<file path="config.mk">
export PLATFORM = sky130hd
export DESIGN_NAME = multicyc_ctrl
export DESIGN_NICKNAME = d
export VERILOG_FILES = /design/src/rtl/multicyc_ctrl.sv
export SDC_FILE = /design/constraint.sdc
export NUM_CORES = 1
export LEC_CHECK = 0
export BUFFER_PORTS_ARGS = -buffer_cell sky130_fd_sc_hd__buf_2
export CORE_ASPECT_RATIO = 1.25
export CORE_UTILIZATION = 43
export CTS_CLUSTER_DIAMETER = 150
export DETAILED_ROUTE_END_ITERATION = 8
export MAX_ROUTING_LAYER = met4
export PLACE_DENSITY_LB_ADDON = 0.12
export SLEW_MARGIN = 0
export SYNTH_ARGS = -nofsm -noshare
export SYNTH_HDL_FRONTEND = slang
export SYNTH_SLANG_ARGS = --single-unit
</file>
<file path="constraint.sdc">
create_clock -name clk -period 1.7 [get_ports clk]
set_input_delay 0.425 -clock clk [delete_from_list [all_inputs] [get_ports clk]]
set_output_delay 0.425 -clock clk [all_outputs]
set_load 0.005 [all_outputs]
</file>
<file path="src/rtl/multicyc_ctrl.sv">
// Launch/stall/commit controller between EX and the multi-cycle HI/LO unit.
// Define MULTICYC_CTRL_FLUSH_ABORT_EN to let flushes abandon in-flight ops via DRAIN.
module multicyc_ctrl (
    input  logic        clk,
    input  logic        rst,
    input  logic        issue_valid,
    input  logic [2:0]  issue_op,
    input  logic [31:0] issue_reg0,
    input  logic [31:0] issue_reg1,
    input  logic        flush,
    output logic        mc_req_valid,
    output logic [2:0]  mc_req_op,
    output logic [31:0] mc_req_reg0,
    output logic [31:0] mc_req_reg1,
    output logic [63:0] mc_req_hilo,
    input  logic        mc_resp_valid,
    input  logic [63:0] mc_resp_hilo,
    output logic        stall,
    output logic [31:0] hi,
    output logic [31:0] lo
);

`ifdef MULTICYC_CTRL_FLUSH_ABORT_EN
    typedef enum logic [1:0] {IDLE, LAUNCH, BUSY, DRAIN} state_t;
`else
    typedef enum logic [1:0] {IDLE, LAUNCH, BUSY} state_t;
`endif

    state_t      state_q;
    state_t      state_d;
    logic [63:0] hilo_q;
    logic        op_ok;
    logic        accept;
    logic        commit;

    assign op_ok  = (issue_op != 3'd0) && (issue_op != 3'd7);
    assign accept = (state_q == IDLE) && issue_valid && op_ok && !flush;

`ifndef MULTICYC_CTRL_FLUSH_ABORT_EN
    // Flushed op still owns the unit; remember to drop its result.
    logic killed_q;

    always_ff @(posedge clk) begin
        if (rst) begin
            killed_q <= 1'b0;
        end else begin
            killed_q <= (state_d != IDLE) &&
                        (killed_q || (flush && state_q != IDLE));
        end
    end
`endif

    always_comb begin
        state_d      = state_q;
        stall        = 1'b0;
        mc_req_valid = 1'b0;
        commit       = 1'b0;
        case (state_q)
            IDLE: begin
                if (accept) begin
                    state_d = LAUNCH;
                    stall   = 1'b1;
                end
            end
            LAUNCH, BUSY: begin
                mc_req_valid = (state_q == LAUNCH);
                stall        = !mc_resp_valid;
                if (state_q == LAUNCH) state_d = BUSY;
`ifdef MULTICYC_CTRL_FLUSH_ABORT_EN
                if (flush) begin
                    state_d = mc_resp_valid ? IDLE : DRAIN;
                end else if (mc_resp_valid) begin
                    state_d = IDLE;
                    commit  = 1'b1;
                end
`else
                if (mc_resp_valid) begin
                    state_d = IDLE;
                    commit  = !flush && !killed_q;
                end
`endif
            end
`ifdef MULTICYC_CTRL_FLUSH_ABORT_EN
            DRAIN: begin
                // Hold a waiting issue until the stale result is gone.
                stall = issue_valid && op_ok && !flush;
                if (mc_resp_valid) state_d = IDLE;
            end
`endif
            default: state_d = IDLE;
        endcase
    end

    always_ff @(posedge clk) begin
        if (rst) begin
            state_q     <= IDLE;
            hilo_q      <= '0;
            mc_req_op   <= '0;
            mc_req_reg0 <= '0;
            mc_req_reg1 <= '0;
        end else begin
            state_q <= state_d;
            if (commit) hilo_q <= mc_resp_hilo;
            if (accept) begin
                mc_req_op   <= issue_op;
                mc_req_reg0 <= issue_reg0;
                mc_req_reg1 <= issue_reg1;
            end
        end
    end

    assign mc_req_hilo = hilo_q;
    assign hi          = hilo_q[63:32];
    assign lo          = hilo_q[31:0];

endmodule

</file>
Word-level counts from Yosys, hierarchy flattened
Cells that the tools add are included.

Register bits after elaboration: 134. Input bits: 136. Output and inout bits: 197. Logic and storage cells: 34.

Eq/ne operators: 3. Mux-type cells: 9. Reduce and logical (&&, ||, !) cells: 16.

Operators with widths (number): logical AND 1 bit (7); 2-to-1 mux 2 bit (3); 2-to-1 mux 1 bit (4); case mux 2 bit (2 select lines) (1); nonzero test 2 bit (2); logical NOT 1 bit (3); != test 3 bit, second input constant (1); nonzero test 3 bit (1); equality test 2 x 1 -> 1 bit, second input constant (1); equality test 2 bit, second input constant (1); logical NOT 2 bit (1); case mux 1 bit (2 select lines) (1); OR reduction 2 bit (1); logical OR 1 bit (1).

Depth between registers and ports, before layout
Gate-level depths: netlist of the first run.

Word-level depth: 8. Mapped depth: 9. Mapped depth without buffers: 5.

Worst setup path before layout of the first run
OpenSTA, ideal clock, no wires.

Path type: reg-to-output. Start: register state_q[0]. End: output stall. Arrival: 1452 ps. Required time: 1275 ps. Setup slack: -177 ps. Stages on the path, launching flop included: 9. Buffers on the path: 3. Cells stage by stage: dfxtp_1 -> inv_1 -> ha_1 -> buf_4 -> and3b_1 -> buf_2 -> buf_4 -> nand3b_1 -> a21oi_1.

Cells in the longest elaborated chain, start to end: 6. Elaborated cells between the ends (all ways): 9. Those cells by class: eq/ne (2); mux (2); reduce/logical (5).

Ends and longest elaborated chain: start: declaration (line 29) `state_t state_q;`; start signal: assignment (line 102) `state_q <= state_d;`; logical NOT 2 bit (line 37, 58); logical AND 1 bit (3 in a row) (line 37) `assign accept = (state_q == IDLE) && issue_valid && op_ok && !flush;`; 2-to-1 mux 1 bit (line 60) `if (accept) begin`; case mux 1 bit (2 select lines) * (line 58) `case (state_q)`; end: declaration (line 18) `output logic stall,`.

Every way passes the cells marked *; elsewhere a longest branch is shown, timed or not.

Final worst setup path of the first run
Start: register state_q[1]. End: output stall.

Same word-level chain as after synthesis.

==> results of run 1 <==
## metrics by stage
step	hold WS, ns	utilization, %
detailed placement	0.4598	53.72
floorplan	0.4658	-
global route	0.2289	67.78
global placement	0.4528	53.72
CTS	0.2202	57.75
finish	0.2271	67.78
## cells by family (layout without fill, tap and decap cells)
kind of cell / count (synthesis) / after routing
other: 0 / 2
AOI/OAI and AO/OA: 272 / 272
DFF: 134 / 134
buffers and inverters: 166 / 447
and+or+nand+nor: 265 / 265
adders and majority gates: 4 / 4
## synth_stat cells, types with 2 or more instances
| cell | n | area share (%) |
|---|---|---|
| a21oi_1 | 131 | 9.0 |
| buf_1 | 8 | 0.41 |
| a31oi_1 | 6 | 0.52 |
| buf_4 | 80 | 8.3 |
| nor4_1 | 64 | 5.5 |
| o31ai_1 | 49 | 5.1 |
| dfxtp_1 | 134 | 37 |
| nand2b_1 | 2 | 0.17 |
| nand2_1 | 131 | 6.8 |
| or3_1 | 2 | 0.17 |
| clkbuf_1 | 41 | 2.1 |
| and3_1 | 2 | 0.17 |
| o21ai_0 | 3 | 0.21 |
| a2111oi_2 | 58 | 12 |
| ha_1 | 4 | 0.69 |
| o22ai_1 | 15 | 1.3 |
| nor2b_1 | 3 | 0.26 |
| nand3b_1 | 53 | 5.5 |
| inv_1 | 3 | 0.16 |
| nand4bb_1 | 2 | 0.31 |
| buf_2 | 32 | 2.2 |
| a2111oi_1 | 7 | 0.96 |
## path summary, 6_finish.rpt
check	cells after the start	endpoint	slack, ns
setup / recovery	6	stall	-0.28
hold / removal	3	mc_req_hilo[59]$_SDFFE_PP0P_	0.23
setup reg to reg	8	mc_req_reg1[14]$_SDFFE_PP0P_	-0.16
hold reg to reg	2	mc_req_hilo[9]$_SDFFE_PP0P_	0.47
## report_power, final
part	total (mW)	internal, mW	switching, mW
sequential	3.40	3.29	0.109
combinational	1.93	0.889	1.05
clock	3.84	2.32	1.53
## worst max-delay path, stage by stage (launching register included)
cell      delay (ns)
dfxtp_2         0.33
inv_2           0.08
ha_4            0.13
and3b_2         0.19
nand3b_1        0.12
a21oi_2         0.14
buf_2           0.14
## final cells by class
class / count / area [um2] / area share (%)
tap: 216 / 270.3 / 2.442
multi-input combinational: 541 / 4674 / 42.23
clock inverter: 14 / 175.2 / 1.583
sequential: 134 / 2685 / 24.26
inverter: 4 / 15.01 / 0.1357
antenna: 2 / 5.005 / 0.04522
timing repair buffer: 411 / 2814 / 25.42
clock buffer: 18 / 429.2 / 3.877
## state kept, by name, indices dropped and copies added, names as in the netlist
name,cells
mc_req_op,3
mc_req_hilo,64
killed_q,1
mc_req_reg0,32
state_q,2
mc_req_reg1,32
## repair_timing
action / CTS / global route
gates cloned: 0 / 20
pin swaps: 18 / 60
resized for setup: 6 / 181
buffers inserted: 4 / 15
endpoints found under the setup margin: 28 / 93
## routing by layer
metal | track usage (%) | part of all wire (%) | vias to the layer above
met4 | 7.500 | 1.8 | 0
met5 | - | 0 | -
met1 | 32.11 | 40 | 3795
met2 | 42.65 | 52 | 338
met3 | 5.474 | 7.0 | 34
li1 | - | - | 3629
## cells in the final DEF, fill, tap and decap left out, types with 17 or more instances in the layout
cell,synthesis,layout
buf_2,32,328
nor4_2,0,27
a21oi_1,131,129
nor4_4,0,34
nand3b_1,53,53
o31ai_1,49,17
o31ai_2,0,17
buf_4,80,35
clkbuf_16,0,30
buf_12,0,20
dfxtp_1,134,132
a2111oi_2,58,62
nand2_1,131,131
==> run_results.csv, run 1 <==
group,metric,value,unit
route,ant_nets,0,
clock_tree,hold_buffers,0,
die,die_h,147.3,um
route,first_pass_iters,5,
pwr,power.leakage,4.372,nW
route,num_vias,7796,
yosys,yosys_warnings,0,
sta,relSlewSlack,43.11,%
yosys,synthAdderAreaFrac,0.6892,%
yosys,postSynthCellCount,841,
yosys,synth_top_family_by_area,"compound AO/OA/AOI/OAI gates",
placement,io_buffers,332,
yosys,synth_xor_xnor_area_share,0,%
sta,rsz0062_at_grt,"true",
placement,placedCellCount,1268,
layout,syn2layout_area_growth,52.41,%
sta,hold_viol,0,
job,cap_violations,0,
route,detail_route.iter0.violations,631,
route,wl_per_cell,19.15,um
clock_tree,cts_sinks,134,
sta,setup_violations,63,
die,fp-row-count,52,
global_route,grt_max_degree,65,
sta,fmax,504.0,MHz
global_route,grt_pass1_wl,35430,um
sta,finalWorstSetupSlack,-0.2841,ns
placement,placed_cell_area,8773,um2
clock_tree,cts.htree.levels,4,
die,core-area,16330,um2
worst_setup_path,cp-end-kind,"output port",
yosys,synth-simple-area-share,19.56,%
layout,final_nets,1249,
sta,totalNegativeSetupSlack,-5.206,ns
pwr,ir_drop,0.7103,mV
outcome,status,"finished with violations",
yosys,synth_ff_type,"dfxtp_1",
die,die_area,17420,um2
yosys,synth-async-reset-ratio,0,%
placement,preCtsSetupSlack,-0.1528,ns
worst_setup_path,arrival,1.56,ns
min_path,hold_start,"mc_resp_hilo[59]",
sta,fin_crit_sh,116.7,%
die,initial_utilization,44.47,%
sta,skew,0.009162,ns
layout,final_area,11070,um2
route,drt_wl_total,25670,um
yosys,synth_compound_area_share,29.45,%
global_route,grtUsageTotal,26.02,%
min_path,hold_path_class,"input port to register",
yosys,syn_area_per_cell,8.635,um2
layout,nFillCells,1311,
global_route,grt_pass1_vias,6775,
sta,tightest_slew,0.8533,ns
worst_setup_path,cp_max_fo,2,
placement,place_hpwl,14940,um
sta,slew_violations,0,
clock_tree,clk_pin_slew,0.07,ns
sta,min_period,1.984,ns
layout,drive_gt1_share,54.63,%
worst_setup_path,critPathLaunchType,"register",
yosys,synth_area,7262,um2
die,dieWidth,118.2,um
global_route,grt_overflow_total,0,
placement,place_congestion,0.8058,
yosys,synth.distinct_cells,33,
outcome,violations,"setup timing",
clock_tree,cts_tree,"done",
yosys,syn_nets,981,
yosys,synth_edf_count,0,
clock_tree,cts_buffers,17,
clock_tree,clk_latency,0.42,ns
worst_setup_path,crit_start,"state_q[1]$_SDFF_PP0_",
worst_setup_path,reg2reg_from,"state_q[1]$_SDFF_PP0_",
yosys,ys_seq_area_share,36.94,%
layout,fin_cells,1340,
route,via_per_inst,5.818,
die,ios,333,
global_route,antenna_found_initial,2,
yosys,yosys-mux-area-fraction,0,%
yosys,synth_seq_cells,134,
pwr,power,9.176,mW
pwr,p_per_area,829.1,nW/um2
worst_setup_path,path_class,"register to output port",
worst_setup_path,cp.required,1.27,ns
clock_tree,root_buffer,"clkbuf_16",
route,drc_errors,0,
clock_tree,cts_buffer_depth,2,
No activity file was read; power rests on OpenSTA's default activity.
==> run 2: changes to the inputs <==
--- a/config.mk
+++ b/config.mk
@@ -6,12 +6,12 @@
 export NUM_CORES = 1
 export LEC_CHECK = 0
 export BUFFER_PORTS_ARGS = -buffer_cell sky130_fd_sc_hd__buf_2
-export CORE_ASPECT_RATIO = 1.25
+export CORE_ASPECT_RATIO = 0.6
 export CORE_UTILIZATION = 43
 export CTS_CLUSTER_DIAMETER = 150
 export DETAILED_ROUTE_END_ITERATION = 8
 export MAX_ROUTING_LAYER = met4
-export PLACE_DENSITY_LB_ADDON = 0.12
+export PLACE_DENSITY = 0.89
 export SLEW_MARGIN = 0
 export SYNTH_ARGS = -nofsm -noshare
 export SYNTH_HDL_FRONTEND = slang
==> run 2 against run 1 <==
  * The run still ends with setup timing left
  * Non-clock buffer count fell by 9
  * Sequential share of layout area rose by 0.48 points
  * Clock power fell by 8.3%
  * First-iteration DRC count rose by 11%
  * Fmax fell by 2.3%
  * Register-to-register slack got worse by 0.10 ns
  * Core utilization fell by 1.4 points
  * Critical path type unchanged
==> run_results.csv, run 2 (same netlist as run 1, synthesis figures left out) <==
group,metric,value,unit
route,wl_met3,2244,um
layout,final_cell_mix,"buf_2 (329), dfxtp_1 (132), nand2_1 (131)",
global_route,grtUsageTotal,26.47,%
route,first_pass_iters,7,
die,initial_utilization,44.41,%
sta,relSlewSlack,34.92,%
layout,largest_reg_flops,64,
worst_setup_path,critPathLaunchType,"register",
route,via_per_inst,6.001,
layout,final_nets,1240,
clock_tree,root_buffer,"clkbuf_16",
sta,setup_violations,61,
layout,multi_input_area,4604,um2
global_route,grt_pass1_vias,6675,
die,fp-row-count,36,
layout,regArea,2685,um2
route,wl_per_cell,19.98,um
pwr,power,8.824,mW
clock_tree,cts.htree.levels,4,
sta,skew,0.01079,ns
worst_setup_path,worstRegToRegCells,8,
global_route,antenna_found_initial,1,
min_path,hold_path_class,"input port to register",
sta,slew_violations,0,
clock_tree,cts_buffers,17,
layout,drive_gt1_share,54.77,%
placement,place_congestion,0.7983,
min_path,holdPathStages,3,
pwr,power.leakage,4.320,nW
clock_tree,cts_sinks,134,
sta,fmax,492.6,MHz
outcome,violations,"setup timing",
route,ant_nets,0,
worst_setup_path,arrival,1.60,ns
sta,tightest_slew,0.9762,ns
die,core-area,16350,um2
worst_setup_path,rr_endpoint,"mc_req_reg0[23]$_SDFFE_PP0P_",
sta,rsz0062_at_grt,"true",
job,cap_violations,0,
clock_tree,cts_tree,"done",
pwr,p_per_area,813.1,nW/um2
global_route,grt_max_degree,95,
clock_tree,hold_buffers,0,
clock_tree,clk_latency,0.42,ns
pwr,ir_drop,0.5343,mV
worst_setup_path,cp-end-kind,"output port",
layout,mostFrequentLayoutCell,"buf_2",
worst_setup_path,r2r_slack,-0.26,ns
global_route,grt_overflow_total,0,
worst_setup_path,reg2reg_from,"state_q[1]$_SDFF_PP0_",
min_path,min_to,"mc_req_hilo[25]$_SDFFE_PP0P_",
route,top_layer,"met4",
outcome,status,"finished with violations",
die,dieWidth,169.8,um
sta,finalWorstSetupSlack,-0.3300,ns
route,wl_met2,13000,um
layout,syn2layout_area_growth,49.43,%
route,met1Wirelength,11130,um
route,num_vias,8048,
global_route,grt_pass1_wl,35330,um
route,drt_wl_total,26790,um
sta,fin_crit_sh,119.4,%
worst_setup_path,path_class,"register to output port",
route,drc_errors,0,
die,die_area,17430,um2
min_path,hold_start,"mc_resp_hilo[25]",
sta,hold_viol,0,
worst_setup_path,cp_max_fo,2,
placement,io_buffers,332,
worst_setup_path,cp.required,1.27,ns
sta,whs,0.2462,ns
die,die_h,102.7,um
die,ios,333,
route,detail_route.iter0.violations,701,
layout,nFillCells,1219,
clock_tree,clk_pin_slew,0.06,ns
sta,min_period,2.030,ns
placement,place_hpwl,15980,um
clock_tree,cts_buffer_depth,2,
run 2: cell types whose count changed in the layout (fill, tap and decap cells not counted), moves of 3 or more:
cell / delta
clkinv_4: +3
o31ai_1: -9
clkbuf_16: -4
o31ai_4: -12
o31ai_2: +21
buf_8: -3
clkinv_2: +3
clkinvlp_4: -5
a2111oi_2: -3
a2111oi_1: +3
buf_6: -4
run 2: cell type report:
class,count,area share [%]
repair buffers,402,24.89
clock inverters,11,0.9339
clock buffers,20,4.208
well taps,228,2.629
flip-flops and latches,134,24.74
inverters,4,0.1384
diodes,1,0.02306
multi-input cells,541,42.43
run 2: power by group:
group	internal, mW	leakage (nW)	switching (mW)	total, mW
Clock	2.08	0.276	1.43	3.52
Sequential	3.29	1.09	0.119	3.41
Combinational	0.850	2.95	1.05	1.90
run 2: metal layers:
layer	vias up	track usage (%)
met1	3907	34.44
li1	3612	-
met3	51	6.142
met2	478	40.98
met4	0	7.762
met5	-	-
run 2: worst max-delay path: stages (launching register included):
cell	delay, ns
dfxtp_2	0.33
inv_2	0.08
ha_4	0.14
and3b_2	0.20
nand3b_1	0.15
a21oi_2	0.16
buf_2	0.13
run 2: worst max path at each step:
stage                     startpoint                     endpoint  slack (ns)  cells after the start
2_1_floorplan  state_q[1]$_SDFF_PP0_                        stall       -0.06                      8
3_3_place_gp             issue_op[2]                        stall       -0.17                      5
3_5_place_dp             issue_op[2]  mc_req_reg0[7]$_SDFFE_PP0P_       -0.24                      5
4_1_cts        state_q[0]$_SDFF_PP0_                        stall       -0.35                      6
5_1_grt        state_q[0]$_SDFF_PP0_                        stall       -0.40                      6
6_report       state_q[1]$_SDFF_PP0_                        stall       -0.33                      6
run 2: timing repair:
| action | in CTS | in global routing |
|---|---|---|
| cloned | 1 | 12 |
| gates resized for setup | 47 | 121 |
| pin swaps | 31 | 44 |
| setup buffers | 5 | 4 |
| endpoints found under the hold margin | 0 | 0 |
| setup endpoints to repair | 3 | 102 |
run 2: stage by stage:
stage	setup TNS [ns]	utilization [%]	setup WS (ns)	instance area, um2	instances
after detailed placement	-10.92	54.62	-0.2371	8931	1289
after CTS	-4.745	60.10	-0.3522	9827	1326
after global placement	-8.916	54.62	-0.1685	8931	1289
after global routing	-13.75	66.37	-0.4001	10850	1341
final	-10.46	66.37	-0.3300	10850	1341
after floorplan	-0.05942	-	-0.05942	7288	841
